**src/rtl/ahb_aes_subordinate.sv**
```systemverilog
// AHB-Lite subordinate exposing a memory-mapped register file in front of an AES core.
// Handles key/data staging, start handshake with done/timeout tracking and two-cycle ERROR responses.
module ahb_aes_subordinate #(
    parameter int unsigned TIMEOUT_CYCLES = 255
) (
    input  logic         hclk,
    input  logic         hrstn,
    input  logic         hsel,
    input  logic [31:0]  haddr,
    input  logic [1:0]   htrans,
    input  logic         hwrite,
    input  logic [2:0]   hsize,
    input  logic [2:0]   hburst,
    input  logic [31:0]  hwdata,
    input  logic         hready,
    output logic [31:0]  hrdata,
    output logic         hreadyOut,
    output logic         hresp,
    output logic         aes_start,
    output logic [127:0] aes_key,
    output logic [127:0] aes_din,
    input  logic         aes_done,
    input  logic [127:0] aes_dout
);

    typedef enum logic [1:0] {
        IDLE,
        ERR1,
        ERR2,
        RUN
    } state_t;

    localparam int unsigned CNT_W = (TIMEOUT_CYCLES < 2) ? 1 : $clog2(TIMEOUT_CYCLES);
    localparam logic [CNT_W-1:0] CNT_TERM = CNT_W'(TIMEOUT_CYCLES - 1);
    localparam logic [3:0] IDX_STATUS = 4'h8;
    localparam logic [3:0] IDX_START  = 4'hB;

    state_t state_q, state_d;

    logic [31:0]      key_q  [4];
    logic [31:0]      din_q  [4];
    logic [31:0]      dout_q [4];
    logic             busy_q, done_q, tmo_q;
    logic [CNT_W-1:0] cnt_q;
    logic             start_q;
    logic             wr_pend_q, rd_pend_q;
    logic [3:0]       dp_idx_q;

    logic       addr_valid, accept, illegal, burst_bad;
    logic [3:0] idx;
    logic       start_req, wr_en, rd_en;
    logic       run_done, run_tmo;
    logic       unused_trans_lsb;

    assign unused_trans_lsb = htrans[0];

    // Address phase decode; new transfers are only taken while no response is in flight.
    assign addr_valid = hsel & hready & htrans[1];
    assign accept     = addr_valid & (state_q == IDLE);
    assign burst_bad  = !(hburst inside {3'd0, 3'd3, 3'd5});
    assign illegal    = (haddr > 32'h0000_003C) | (hsize != 3'b010) | burst_bad;
    assign idx        = haddr[5:2];

    assign start_req = accept & !illegal & hwrite & (idx == IDX_START);
    assign wr_en     = accept & !illegal & hwrite & (idx != IDX_START);
    assign rd_en     = accept & !illegal & !hwrite;

    // aes_done wins over the terminal count when both land in the same cycle.
    assign run_done = (state_q == RUN) & aes_done;
    assign run_tmo  = (state_q == RUN) & !aes_done & (cnt_q == CNT_TERM);

    always_ff @(posedge hclk or negedge hrstn) begin
        if (!hrstn) begin
            state_q <= IDLE;
        end else begin
            state_q <= state_d;
        end
    end

    always_comb begin
        state_d   = state_q;
        hreadyOut = 1'b1;
        hresp     = 1'b0;
        case (state_q)
            IDLE: begin
                if (accept && illegal) begin
                    state_d = ERR1;
                end else if (start_req) begin
                    state_d = RUN;
                end
            end
            ERR1: begin
                hreadyOut = 1'b0;
                hresp     = 1'b1;
                state_d   = ERR2;
            end
            ERR2: begin
                hresp   = 1'b1;
                state_d = IDLE;
            end
            RUN: begin
                hreadyOut = 1'b0;
                if (run_done) begin
                    state_d = IDLE;
                end else if (run_tmo) begin
                    state_d = ERR1;
                end
            end
            default: state_d = IDLE;
        endcase
    end

    always_ff @(posedge hclk or negedge hrstn) begin
        if (!hrstn) begin
            wr_pend_q <= 1'b0;
            rd_pend_q <= 1'b0;
            dp_idx_q  <= '0;
            start_q   <= 1'b0;
            cnt_q     <= '0;
        end else begin
            wr_pend_q <= wr_en;
            rd_pend_q <= rd_en;
            if (accept) begin
                dp_idx_q <= idx;
            end
            start_q <= start_req;
            if (start_req) begin
                cnt_q <= '0;
            end else if (state_q == RUN) begin
                cnt_q <= cnt_q + CNT_W'(1);
            end
        end
    end

    // Write data is taken in the data phase; addresses outside KEY/DIN fall through silently.
    always_ff @(posedge hclk or negedge hrstn) begin
        if (!hrstn) begin
            for (int unsigned i = 0; i < 4; i++) begin
                key_q[i] <= '0;
                din_q[i] <= '0;
            end
        end else if (wr_pend_q) begin
            case (dp_idx_q[3:2])
                2'd0:    key_q[dp_idx_q[1:0]] <= hwdata;
                2'd1:    din_q[dp_idx_q[1:0]] <= hwdata;
                default: ;
            endcase
        end
    end

    always_ff @(posedge hclk or negedge hrstn) begin
        if (!hrstn) begin
            for (int unsigned i = 0; i < 4; i++) begin
                dout_q[i] <= '0;
            end
            busy_q <= 1'b0;
            done_q <= 1'b0;
            tmo_q  <= 1'b0;
        end else begin
            if (start_req) begin
                busy_q <= 1'b1;
                done_q <= 1'b0;
                tmo_q  <= 1'b0;
            end
            if (run_done) begin
                dout_q[0] <= aes_dout[127:96];
                dout_q[1] <= aes_dout[95:64];
                dout_q[2] <= aes_dout[63:32];
                dout_q[3] <= aes_dout[31:0];
                done_q    <= 1'b1;
                busy_q    <= 1'b0;
            end else if (run_tmo) begin
                tmo_q  <= 1'b1;
                busy_q <= 1'b0;
            end
        end
    end

    always_comb begin
        hrdata = '0;
        if (rd_pend_q) begin
            case (dp_idx_q[3:2])
                2'd0: hrdata = key_q[dp_idx_q[1:0]];
                2'd1: hrdata = din_q[dp_idx_q[1:0]];
                2'd2: begin
                    if (dp_idx_q == IDX_STATUS) begin
                        hrdata = {29'd0, tmo_q, done_q, busy_q};
                    end
                end
                default: hrdata = dout_q[dp_idx_q[1:0]];
            endcase
        end
    end

    assign aes_start = start_q;
    assign aes_key   = {key_q[0], key_q[1], key_q[2], key_q[3]};
    assign aes_din   = {din_q[0], din_q[1], din_q[2], din_q[3]};

endmodule

```
**config.mk**
```make
export PLATFORM = sky130hd
export DESIGN_NAME = ahb_aes_subordinate
export DESIGN_NICKNAME = d
export VERILOG_FILES = /design/src/rtl/ahb_aes_subordinate.sv
export SDC_FILE = /design/constraint.sdc
export NUM_CORES = 1
export LEC_CHECK = 0
export ABC_AREA = 0
export BUFFER_PORTS_ARGS = -buffer_cell sky130_fd_sc_hd__buf_2
export CELL_PAD_IN_SITES_DETAIL_PLACEMENT = 0
export CELL_PAD_IN_SITES_GLOBAL_PLACEMENT = 1
export CORE_MARGIN = 4
export CORE_UTILIZATION = 46
export CTS_CLUSTER_DIAMETER = 100
export DETAILED_ROUTE_END_ITERATION = 7
export PLACE_DENSITY_LB_ADDON = 0.25
export SETUP_SLACK_MARGIN = 0.15
export SLEW_MARGIN = 40
export SYNTH_ARGS = -nofsm -noshare
export SYNTH_HDL_FRONTEND = slang
export SYNTH_SLANG_ARGS = --single-unit
```
**constraint.sdc**
```tcl
create_clock -name hclk -period 5.7 [get_ports hclk]
set_clock_uncertainty 0.2 [all_clocks]
set_input_delay 1.14 -clock hclk [delete_from_list [all_inputs] [get_ports hclk]]
set_output_delay 1.14 -clock hclk [all_outputs]
set_load 0.02 [all_outputs]
```
# [Word-level counts from Yosys, hierarchy flattened]
# Cells that the tools add are included.
# W data, S select, Z words.
[word_totals] ff_bits=404 wordCells=104
[op_classes] add_sub_neg=1 order_cmp=3 eq_ne=14 n_mux=33 bitwise_logic=14 reduce_logical=18
[ops] operator="$bwmux W128" n=2
[ops] operator="$mux W32" n=8
[ops] operator="$bmux W32 S2" n=3
[ops] operator="$pmux W32 S3" n=1
[ops] operator="$demux W32 S2" n=1
[ops] operator="$gt A32 B6 Y1 const B" n=1
[ops] operator="$mux W8" n=2
[ops] operator="$and A1 B1 Y1" n=11
[ops] operator="$mux W1" n=10
[ops] operator="$add A8 B1 Y8 const B" n=1
[ops] operator="$eq A4 B4 Y1 const B" n=2
[ops] operator="$eq A8 B8 Y1 const B" n=1
[ops] operator="$mux W2" n=4
[ops] operator="$pmux W2 S4" n=1
[ops] operator="$eq A2 B2 Y1 const B" n=3
[ops] operator="$ne A3 B2 Y1 const B" n=2
[ops] operator="$reduce_and A2 Y1" n=3
[ops] operator="$reduce_bool A3 Y1" n=2
[ops] operator="$eq A2 B1 Y1 const B" n=2
[ops] operator="$logic_not A1 Y1" n=4
[ops] operator="$logic_not A2 Y1" n=2
[ops] operator="$ne A4 B4 Y1 const B" n=1
[ops] operator="$reduce_bool A2 Y1" n=2
[ops] operator="$reduce_or A2 Y1" n=2
[ops] operator="other kinds (10)" n=12

# [Logic depth before layout (Yosys ltp)]
[depth] ltp_word=11 mapped_depth=7

# [Worst setup path before layout]
# No wires, ideal clock.
[synth_path] path_kind="register -> output" startpoint="register dp_idx_q[0]" endpoint="output port hrdata[16]" arrival_ns=1.836 t_required_ns=4.360 slack_ns=2.524 path_stages_with_launch=8 cell_sequence="dfrtp_1 > buf_4 > buf_6 > buf_2 > mux4_2 > mux2i_1 > o21ai_0 > and2_1"
[synth_via] elab_chain_cells=6 word_cells_on_any_way=12
[synth_lines] item="start: declaration" line="47" text="logic [3:0] dp_idx_q;"
[synth_lines] item="start signal: assignment" line="124" text="dp_idx_q <= idx;"
[synth_lines] item="$not A2 Y3 (implied by the code) (*)" line="183, 184, 190"
[synth_lines] item="$bmux W32 S2, on equally long branches" line="190, 183, 184"
[synth_lines] item="$mux W32, on equally long branches (2 in series)" line="190, 183, 184"
[synth_lines] item="$pmux W32 S3 (*)" line="182" text="case (dp_idx_q[3:2])"
[synth_lines] item="$mux W32 (*)" line="181" text="if (rd_pend_q) begin"
[synth_lines] item="end: declaration" line="16" text="output logic [31:0] hrdata,"
# Mark *: on every way between the ends. The rest lies on a longest branch, timed or not. The select of a mux whose other input is x is not followed.

# [Worst setup path after layout]
[layout_path] startpoint="register dp_idx_q[0]" endpoint="output port hrdata[0]"
[layout_via] elab_chain_cells=6 word_cells_on_any_way=14
[layout_lines] item="$not A2 Y3 (implied by the code)" line="183, 184, 190"
[layout_lines] item="$bmux W32 S2, on equally long branches" line="190, 183, 184"
[layout_lines] item="$mux W32, on equally long branches (2 in series)" line="190, 183, 184"
[layout_lines] item="$pmux W32 S3 (*)" line="182"
[layout_lines] item="$mux W32 (*)" line="181"
# Marked as above.

==> flow_metrics.py <==
metrics = {
    "cells_and_area": {
        "area_growth_pct": 25.3,
        "drive_gt1_share_pct": 63.6,
        "multiInputGateArea_um2": 8030,
        "fin_util_pct": 58.3,
        "fin_nets": 1889,
        "fillers": 3319,
        "regArea_um2": 10100,
    },
    "sta": {
        "fmax_mhz": 213,
        "tightestPinTransition_ns": 0.818,
        "fin_crit_ns": 4.69,
        "final_max_slew_viol_count": 0,
        "rsz0062_at_grt": "false",
        "finalCritPeriodShare_pct": 82.3,
        "final-hold-violation-count": 0,
        "setup_viol": 0,
        "hold_slack_ns": 0.240,
        "tns_ns": 0,
        "slew_headroom_pct": 45.4,
    },
    "pwr": {
        "p_sw_mw": 2.94,
        "clkPwrFrac_pct": 30.0,
        "power_density_nw_per_um2": 418,
        "pwr-share-seq_pct": 40.2,
        "swShare_pct": 30.3,
        "vdd_drop_max_uv": 256,
        "leakage_nw": 11.3,
        "power.total_mw": 9.67,
        "comb_power_share_pct": 29.9,
        "p_int_mw": 6.74,
    },
    "detailed_routing": {
        "drtIter0Drc": 645,
        "drc": 0,
        "vias": 12501,
        "wl_per_cell_um": 25.4,
        "wl_mm": 57.0,
        "ant_nets": 0,
        "via_per_inst": 5.56,
        "firstDrtPassIters": 5,
    },
    "yosys": {
        "ys_warn_count": 0,
        "ys_seq_area_share_pct": 54.7,
        "ys_ff_latch": 404,
        "ys_types": 37,
        "ys.flop_type": "dfrtp_1",
        "syn-cell-area_um2": 18500,
        "synth_nets": 1403,
        "synth-edff-count": 0,
        "synthArstFlopShare_pct": 100,
        "postSynthCellCount": 1191,
        "syn_area_per_cell_um2": 15.5,
    },
    "clocking": {
        "clk_pin_slew_ns": 0.06,
        "cts_resized": 0,
        "cts_setup_buffers": 0,
        "cts_sinks": 404,
        "cts-root-buf": "clkbuf_16",
        "cts_buffers": 44,
        "hold_buffers": 0,
        "cts_buffer_depth": 3,
        "cts_tree": "yes",
        "clk_latency_ns": 0.56,
        "htree_levels": 2,
    },
    "worst_setup_path": {
        "ff2ff_setup_slack_ns": 2.42,
        "rr_startpoint": "dp_idx_q[0]$_DFFE_PN0P_",
        "critPathRequiredTime_ns": 4.36,
        "endpoint_kind": "output pin",
        "r2r_cells": 5,
        "start_kind": "flop",
        "crit-reg2reg-capture": "aes_din[83]$_DFFE_PN0P_",
        "path_class": "flop to output pin",
        "worst-path-max-fanout": 35,
        "cp.arrival_ns": 3.35,
    },
    "die": {
        "dieHeight_um": 209,
        "die_area_um2": 43500,
        "pin_count": 497,
        "rows": 73,
        "coreArea_um2": 39700,
        "initial_core_util_pct": 46.5,
        "die_width_um": 209,
    },
    "placed_design": {
        "port_buffers": 495,
        "gp_congestion": 0.847,
        "dp_hpwl_mm": 40.7,
    },
    "global_routing": {
        "grt_usage_pct": 25.8,
        "grt_antenna_before_repair": 19,
        "overflow": 0,
        "grt_pass1_vias": 13312,
        "grt_max_degree": 118,
        "grt_pass1_wl_mm": 85.4,
    },
    "min_path": {
        "hold_class": "input pin to asynchronous set/reset pin",
    },
    "run_status": {
        "outcome": "finished clean",
    },
    "run": {
        "drv_cap": 0,
    },
}
[how the worst max path moves through the flow]
stage,startpoint,to,depth (start not counted)
floorplan,dp_idx_q[0]$_DFFE_PN0P_,hrdata[16],7
global placement,dp_idx_q[0]$_DFFE_PN0P_,hrdata[0],5
detailed placement,dp_idx_q[0]$_DFFE_PN0P_,hrdata[0],6
CTS,dp_idx_q[0]$_DFFE_PN0P_,hrdata[0],6
global route,dp_idx_q[0]$_DFFE_PN0P_,hrdata[0],6
finish,dp_idx_q[0]$_DFFE_PN0P_,hrdata[0],6
[placed cells by master (no fill, tap or decap), types with 2 or more instances in the layout]
cell type / n
mux2_1: 4
nor2_4: 2
clkbuf_16: 45
buf_16: 2
nor2_1: 16
nor3b_1: 3
clkinv_2: 5
buf_4: 16
mux2i_1: 30
dfrtp_4: 3
nand3_1: 32
nand2_1: 9
buf_12: 9
nor2b_1: 2
inv_1: 6
diode_2: 14
mux2_2: 385
nor4_1: 6
nand4_1: 6
nor2b_4: 2
clkbuf_1: 11
and2_1: 32
xnor2_1: 4
o21ai_0: 34
nand2_2: 2
bufinv_16: 3
a211oi_1: 2
clkbuf_8: 13
buf_2: 494
xor2_1: 4
nor3_1: 5
mux4_2: 99
dfrtp_1: 400
ha_1: 6
[cells in the mapped netlist, types with 4 or more instances]
master	n	area (µm²)
and2_1	32	200
xor2_1	4	35.0
mux4_2	99	2230
nor2_1	18	67.6
inv_1	6	22.5
mux2_2	385	4340
nor2b_1	4	25.0
xnor2_1	4	35.0
buf_2	23	115
buf_1	12	45.0
o21ai_0	34	170
ha_1	6	75.1
buf_4	9	67.6
nand4_1	6	37.5
nor4_1	6	37.5
mux2_1	4	45.0
nor3_1	5	25.0
dfrtp_1	404	10100
mux2i_1	30	300
clkbuf_1	35	131
nand2_1	12	45.0
nand3_1	33	165
[logic make-up after synthesis]
group                    after synthesis  synth area share (%)
adder cells (fa/ha/maj)                6                 0.406
AO/OA/AOI/OAI                         41                  1.21
buffers and inverters                 88                  2.25
XOR/XNOR                               8                 0.379
multiplexers                         518                  37.4
flip-flops                           404                  54.7
AND/OR/NAND/NOR                      126                  3.72
[power by group through the flow]
stage	registers, mW	clock network [mW]	logic [mW]
after detailed placement	3.94	0	2.94
final	3.88	2.90	2.89
after floorplan	3.70	0	2.17
after global routing	3.97	3.08	3.13
after CTS	3.89	2.95	2.94
after global placement	4.05	0	2.69
[stage by stage]
stage                     std cells  area [µm²]  worst slack, ns
final                          2247       23200             1.01
after detailed placement       2155       21600             1.53
after CTS                      2232       23100            0.919
after global routing           2243       23200            0.823
after floorplan                1191       18500             2.52
after global placement         2151       21600             1.45
[cell type report]
type,instances,area share [%]
Antenna cell,14,0.151
Clock buffer,69,5.81
Clock inverter,8,0.497
Inverter,6,0.0972
Multi-Input combinational cell,699,34.7
Sequential cell,404,43.7
Tap cell,525,2.83
Timing Repair Buffer,522,12.3
[state kept, by name (all words and copies together), names as in the netlist]
signal and count:
aes_din 128, aes_key 128, aes_start 1, busy_q 1, cnt_q 8, done_q 1, dout_q 128, dp_idx_q 4
rd_pend_q 1, state_q 2, tmo_q 1, wr_pend_q 1
[worst max-delay path: stages (launching register included)]
cell	delay [ns]
dfrtp_4	0.73
buf_12	0.30
buf_12	0.33
mux4_2	0.59
mux4_2	0.46
and2_1	0.16
buf_2	0.17
[per-layer routing]
layer	part of all wire, %	GRT usage [%]	vias up
met5	0.11	0	-
met4	2.6	7.34	12
met3	8.7	8.91	96
met2	49	41.9	436
met1	40	33.1	6540
li1	-	-	5417
Note: power is estimated with default switching activity, not from simulation.
